===== config.mk =====
export PLATFORM = sky130hd
export DESIGN_NAME = uart_rx_cfg
export DESIGN_NICKNAME = d
export VERILOG_FILES = /design/src/rtl/uart_rx_cfg.sv
export SDC_FILE = /design/constraint.sdc
export NUM_CORES = 1
export LEC_CHECK = 0
export CAP_MARGIN = 10
export CORE_MARGIN = 2
export CORE_UTILIZATION = 30
export CTS_BUF_LIST = sky130_fd_sc_hd__clkbuf_4
export DETAILED_ROUTE_END_ITERATION = 12
export GPL_TIMING_DRIVEN = 0
export PLACE_DENSITY = 0.57
export SYNTH_ARGS = -nofsm -noshare
export SYNTH_HDL_FRONTEND = slang
export SYNTH_SLANG_ARGS = --single-unit

===== constraint.sdc =====
create_clock -name clk -period 2.4 [get_ports clk]
set_input_delay 0.48 -clock clk [delete_from_list [all_inputs] [get_ports clk]]
set_output_delay 0.48 -clock clk [all_outputs]
set_load 0.1 [all_outputs]

===== src/rtl/uart_rx_cfg.sv =====
// Oversampling UART receiver with configurable data width, parity and stop bits.
// Each completed frame is held with a ready/clear handshake plus parity, framing and overrun status.
module uart_rx_cfg #(
    parameter int CLK_DIV   = 5208,
    parameter int DATA_BITS = 8,
    parameter int PARITY    = 0,
    parameter int STOP_BITS = 1
) (
    input  logic                 clk,
    input  logic                 rst_n,
    input  logic                 RX,
    input  logic                 clr_rdy,
    output logic                 rdy,
    output logic [DATA_BITS-1:0] rx_data,
    output logic                 parity_err,
    output logic                 frame_err,
    output logic                 overrun,
    output logic                 busy
);

    localparam logic [2:0] IDLE    = 3'd0;
    localparam logic [2:0] START   = 3'd1;
    localparam logic [2:0] DATA    = 3'd2;
    localparam logic [2:0] PAR     = 3'd3;
    localparam logic [2:0] STOP    = 3'd4;
    localparam logic [2:0] WAIT_HI = 3'd5;

    localparam logic [15:0] HALF_RELOAD = 16'(CLK_DIV / 2 - 1);
    localparam logic [15:0] FULL_RELOAD = 16'(CLK_DIV - 1);
    localparam logic [3:0]  LAST_DATA   = 4'(DATA_BITS - 1);
    localparam logic [3:0]  LAST_STOP   = 4'(STOP_BITS - 1);
    localparam logic        HAS_PAR     = (PARITY != 0);
    localparam logic        ODD_PAR     = (PARITY == 2);

    logic                 sync1_q, rx_s_q;
    logic [2:0]           state_q, state_d;
    logic [15:0]          cnt_q, cnt_d;
    logic [3:0]           bitcnt_q, bitcnt_d;
    logic [DATA_BITS-1:0] shift_q, shift_d;
    logic                 par_q, par_d;
    logic                 facc_q, facc_d;
    logic                 rdy_q, rdy_d;
    logic [DATA_BITS-1:0] data_q, data_d;
    logic                 perr_q, perr_d;
    logic                 ferr_q, ferr_d;
    logic                 ovr_q, ovr_d;
    logic                 strobe, complete, ferr_now, perr_new;

    assign busy   = (state_q != IDLE);
    assign strobe = busy && (cnt_q == 16'd0);

    always_comb begin
        state_d  = state_q;
        cnt_d    = cnt_q;
        bitcnt_d = bitcnt_q;
        shift_d  = shift_q;
        par_d    = par_q;
        facc_d   = facc_q;
        complete = 1'b0;
        ferr_now = facc_q | ~rx_s_q;
        perr_new = HAS_PAR && ((^shift_q ^ par_q) != ODD_PAR);

        if (busy) begin
            cnt_d = strobe ? FULL_RELOAD : cnt_q - 16'd1;
        end

        case (state_q)
            IDLE: begin
                if (!rx_s_q) begin
                    cnt_d    = HALF_RELOAD;
                    bitcnt_d = 4'd0;
                    state_d  = START;
                end
            end
            START: begin
                // A line that is high again at mid start bit was only a glitch.
                if (strobe) begin
                    state_d = rx_s_q ? IDLE : DATA;
                end
            end
            DATA: begin
                if (strobe) begin
                    shift_d  = {rx_s_q, shift_q[DATA_BITS-1:1]};
                    bitcnt_d = bitcnt_q + 4'd1;
                    if (bitcnt_q == LAST_DATA) begin
                        bitcnt_d = 4'd0;
                        facc_d   = 1'b0;
                        state_d  = HAS_PAR ? PAR : STOP;
                    end
                end
            end
            PAR: begin
                if (strobe) begin
                    par_d   = rx_s_q;
                    state_d = STOP;
                end
            end
            STOP: begin
                if (strobe) begin
                    facc_d   = ferr_now;
                    bitcnt_d = bitcnt_q + 4'd1;
                    if (bitcnt_q == LAST_STOP) begin
                        complete = 1'b1;
                        state_d  = ferr_now ? WAIT_HI : IDLE;
                    end
                end
            end
            WAIT_HI: begin
                if (rx_s_q) begin
                    state_d = IDLE;
                end
            end
            default: state_d = IDLE;
        endcase
    end

    // A completing frame takes priority over a simultaneous clear.
    always_comb begin
        rdy_d  = rdy_q;
        data_d = data_q;
        perr_d = perr_q;
        ferr_d = ferr_q;
        ovr_d  = ovr_q;
        if (complete) begin
            rdy_d  = 1'b1;
            data_d = shift_q;
            perr_d = perr_new;
            ferr_d = ferr_now;
            ovr_d  = ovr_q | (rdy_q & ~clr_rdy);
        end else if (clr_rdy) begin
            rdy_d  = 1'b0;
            perr_d = 1'b0;
            ferr_d = 1'b0;
            ovr_d  = 1'b0;
        end
    end

    always_ff @(posedge clk or negedge rst_n) begin
        if (!rst_n) begin
            sync1_q  <= 1'b1;
            rx_s_q   <= 1'b1;
            state_q  <= IDLE;
            cnt_q    <= 16'd0;
            bitcnt_q <= 4'd0;
            shift_q  <= '0;
            par_q    <= 1'b0;
            facc_q   <= 1'b0;
            rdy_q    <= 1'b0;
            data_q   <= '0;
            perr_q   <= 1'b0;
            ferr_q   <= 1'b0;
            ovr_q    <= 1'b0;
        end else begin
            sync1_q  <= RX;
            rx_s_q   <= sync1_q;
            state_q  <= state_d;
            cnt_q    <= cnt_d;
            bitcnt_q <= bitcnt_d;
            shift_q  <= shift_d;
            par_q    <= par_d;
            facc_q   <= facc_d;
            rdy_q    <= rdy_d;
            data_q   <= data_d;
            perr_q   <= perr_d;
            ferr_q   <= ferr_d;
            ovr_q    <= ovr_d;
        end
    end

    assign rdy        = rdy_q;
    assign rx_data    = data_q;
    assign parity_err = perr_q;
    assign frame_err  = ferr_q;
    assign overrun    = ovr_q;

endmodule


==> impl_metrics.toml <==
[status]
status = "completed"

[timing]
slew_viol_final = 0
setup_viol = 0
worst_slack_ns = 0.118
tns_ns = 0
tightest_slew_ns = 0.970
hold_viol = 0
fmax_mhz = 438
rsz0062_at_grt = "no"
min_period_over_period_pct = 95.1
post-route-min-period_ns = 2.28
finClkSkew_ns = 0.0124
max-slew-margin-rel_pct = 35.2
holdWs_ns = 0.367

[global_routing]
grt_pass1_vias = 1586
grt_max_degree = 36
antenna_found_initial = 0
grt_pass1_wl_um = 7600
gr-total-overflow = 0
track_usage_pct = 11.2

[synthesis]
synth_area_leaders = "dfrtp_1 (47%), mux2_4 (5.2%), mux2_2 (4.4%), a21oi_1 (3.1%), nor2_1 (2.5%)"
synth.ff_latch_count = 45
synth_top_area_share_pct = 46.9
seq_area_frac_synth_pct = 49.2
syn_area_per_cell_um2 = 10.9
synth_cells = 210
synth_cell_type_count = 57
synth.cell_area_mm2 = 0.00229
synth_nets = 217
ys.flop_type = "dfrtp_1"
synthArstFlopShare_pct = 100
yosys_warnings = 0
yosysTopAreaCell = "dfrtp_1"
synth_edf_count = 0

[place]
portBuffers = 15
gp_congestion = 0.840
place_hpwl_um = 3100
pre_cts_slack_ns = -0.306

[critical_path]
cp-start-kind = "register"
path_cells = "inv_2, ha_4, nor3b_4, and4_1, buf_6, nand2_4, or3_4, buf_6, o32a_1"
cpMostUsedCell = "buf_6"
crit_family = "simple AND/OR/NAND/NOR gates"
critPathSlowestCell = "dfrtp_1"
worstRegToRegCells = 9
crit_type = "register to register"
ff2ff_setup_slack_ns = 0.12
arrival_ns = 2.56
end_kind = "register"
reg2reg_from = "cnt_q[0]"
cpPeakStageDelay_ns = 0.42
cp_num_buf_inv = 3
timing.rr.end = "facc_q"
cp_max_fo = 9
cp.required_ns = 2.68

[pwr]
finalPower_mw = 1.20
p_int_mw = 0.892
p_leak_nw = 1.34
pwr-share-clk_pct = 33.4
pwr_density_cell_mw_per_mm2 = 436
power_frac_seq_pct = 63.5
p_comb_share_pct = 3.2
ir_drop_mv = 0.168
switching_share_pct = 25.7
p_sw_mw = 0.308

[clock_network]
cts_root_buf = "clkbuf_4"
clk_pin_slew_ns = 0.14
cts_made_buffers = 5
h-tree-depth = 2
clock_path_buffers = 2
numClockSinks = 45
tritoncts = "done"
clk-insertion-delay-late_ns = 0.38

[cells_and_area]
synthToLayoutAreaGrowth_pct = 20.1
seqCellArea_mm2 = 0.00113
layout_common_cells = "dfrtp_1 (43), nor2_1 (15), a21oi_1 (14)"
fin_nets = 246
multiInputGateArea_mm2 = 0.00112
drive_gt1_share_pct = 24.2
final_common_cell = "dfrtp_1"
antennaDiodeCount = 0
fill_cells = 725

[floorplan]
fp.dieW_um = 91.4
start_util_pct = 31.3
die_h_um = 91.4
ios = 17
num_rows = 31
dieArea_mm2 = 0.00836
coreArea_mm2 = 0.00733

[worst_hold_path]
holdCritStartpoint = "sync1_q"
hold_path_depth = 0
whs_endpoint = "rx_s_q"
hold_path_class = "register to register"

[run]
drv_cap = 0

[route]
dr_total_vias = 1665
drt_iter0_markers = 122
vias_per_cell = 4.91
drt_first_pass_iters = 4
final_antenna_net_count = 0
drc = 0
finalWirelength_um = 4470
post_drt_wl_per_cell_um = 13.2
[cell families (layout without fill, tap and decap cells)]
family / count (synthesis) / in the layout / synth area share (%)
DFF: 45 / 45 / 49.2
xor gates and xnor gates: 8 / 8 / 3.06
and+or+nand+nor: 73 / 73 / 19.4
muxes: 19 / 19 / 10.5
buffers and inverters: 17 / 47 / 3.82
other: 1 / 1 / 0.164
AOI/OAI and AO/OA: 44 / 44 / 12.2
adders and majority gates: 3 / 3 / 1.64
[state kept, by name, indices dropped and copies added, names as in the netlist]
signal and flops:
facc_q 1, state_q 3, rx_data 8, overrun 1
rdy 1, sync1_q 1, rx_s_q 1, frame_err 1
cnt_q 16, shift_q 8, bitcnt_q 4
[power groups by stage]
stage | sequential, mW | combinational [mW] | clock (mW)
floorplan | 0.776 | 0.0127 | 0
global placement | 0.776 | 0.0349 | 0
detailed placement | 0.776 | 0.0383 | 0
CTS | 0.762 | 0.0397 | 0.414
global route | 0.762 | 0.0431 | 0.448
finish | 0.762 | 0.0380 | 0.401
[per-layer routing]
metal	share of wire, %	track usage, %	wire (um)
met5	0	0	0
met2	46	17.0	2060
met1	49	15.3	2210
met3	2.6	2.07	118
met4	1.8	5.56	82
[worst max path at each step]
stage	from	cells after the start	slack, ns	to
floorplan	state_q[1]	7	0.1	state_q[0]
global placement	rst_n	1	-0.45	rx_data[4]
detailed placement	state_q[1]	4	-0.31	busy
CTS	cnt_q[0]	9	0.005	facc_q
global route	state_q[1]	4	0.005	busy
finish	cnt_q[0]	9	0.12	facc_q
[synthesized netlist by cell type (2+ instances only)]
| cell type | n |
|---|---|
| dfrtp_1 | 43 |
| mux2_4 | 8 |
| and2_1 | 3 |
| dfstp_2 | 2 |
| nand2b_1 | 5 |
| a21o_1 | 2 |
| xnor2_1 | 2 |
| clkbuf_1 | 4 |
| nand3_1 | 3 |
| mux2_2 | 9 |
| nand4_1 | 3 |
| nor2_1 | 15 |
| nand2_1 | 10 |
| a21oi_1 | 14 |
| nor4_1 | 3 |
| nor3_1 | 5 |
| ha_1 | 3 |
| a31oi_1 | 2 |
| mux2i_1 | 2 |
| buf_6 | 2 |
| o21ai_0 | 10 |
| nor2b_1 | 4 |
| or3_1 | 4 |
| or2_2 | 2 |
| o31ai_1 | 3 |
| buf_4 | 2 |
| xor2_1 | 6 |
| inv_1 | 7 |
| nand3b_1 | 2 |
| a21boi_0 | 3 |
[metrics by stage]
| stage | utilization (%) | area [um^2] | instances |
|---|---|---|---|
| after global placement | 35.0 | 2570 | 324 |
| after floorplan | - | 2290 | 210 |
| after CTS | 36.5 | 2680 | 335 |
| after global routing | 37.5 | 2750 | 339 |
| after detailed placement | 35.2 | 2580 | 325 |
| final | 37.5 | 2750 | 339 |
[worst reg2reg max path: cells and delay by family (launching register included)]
family	cells	cell delay, ns
AO/OA/AOI/OAI	1	0.34
adder cells (fa/ha/maj)	1	0.14
AND/OR/NAND/NOR	4	0.91
flip-flops	1	0.42
buffers and inverters	3	0.38
[area by class of cell]
type	instances	area share (%)
buffer	9	2.09
clock buffer	5	1.36
clock inverter	3	0.909
inverter	8	1.14
multi-input combinational	148	40.7
sequential	45	41.0
tap	99	4.50
timing repair buffer	22	8.27
[repair_timing]
action	in CTS	in global routing
hold buffers	1	0
setup endpoints to repair	12	25
pin swaps	1	2
buffers inserted	1	4
hold endpoints to repair	10	0
resized for setup	10	15
(Power assumes the default switching activity.)
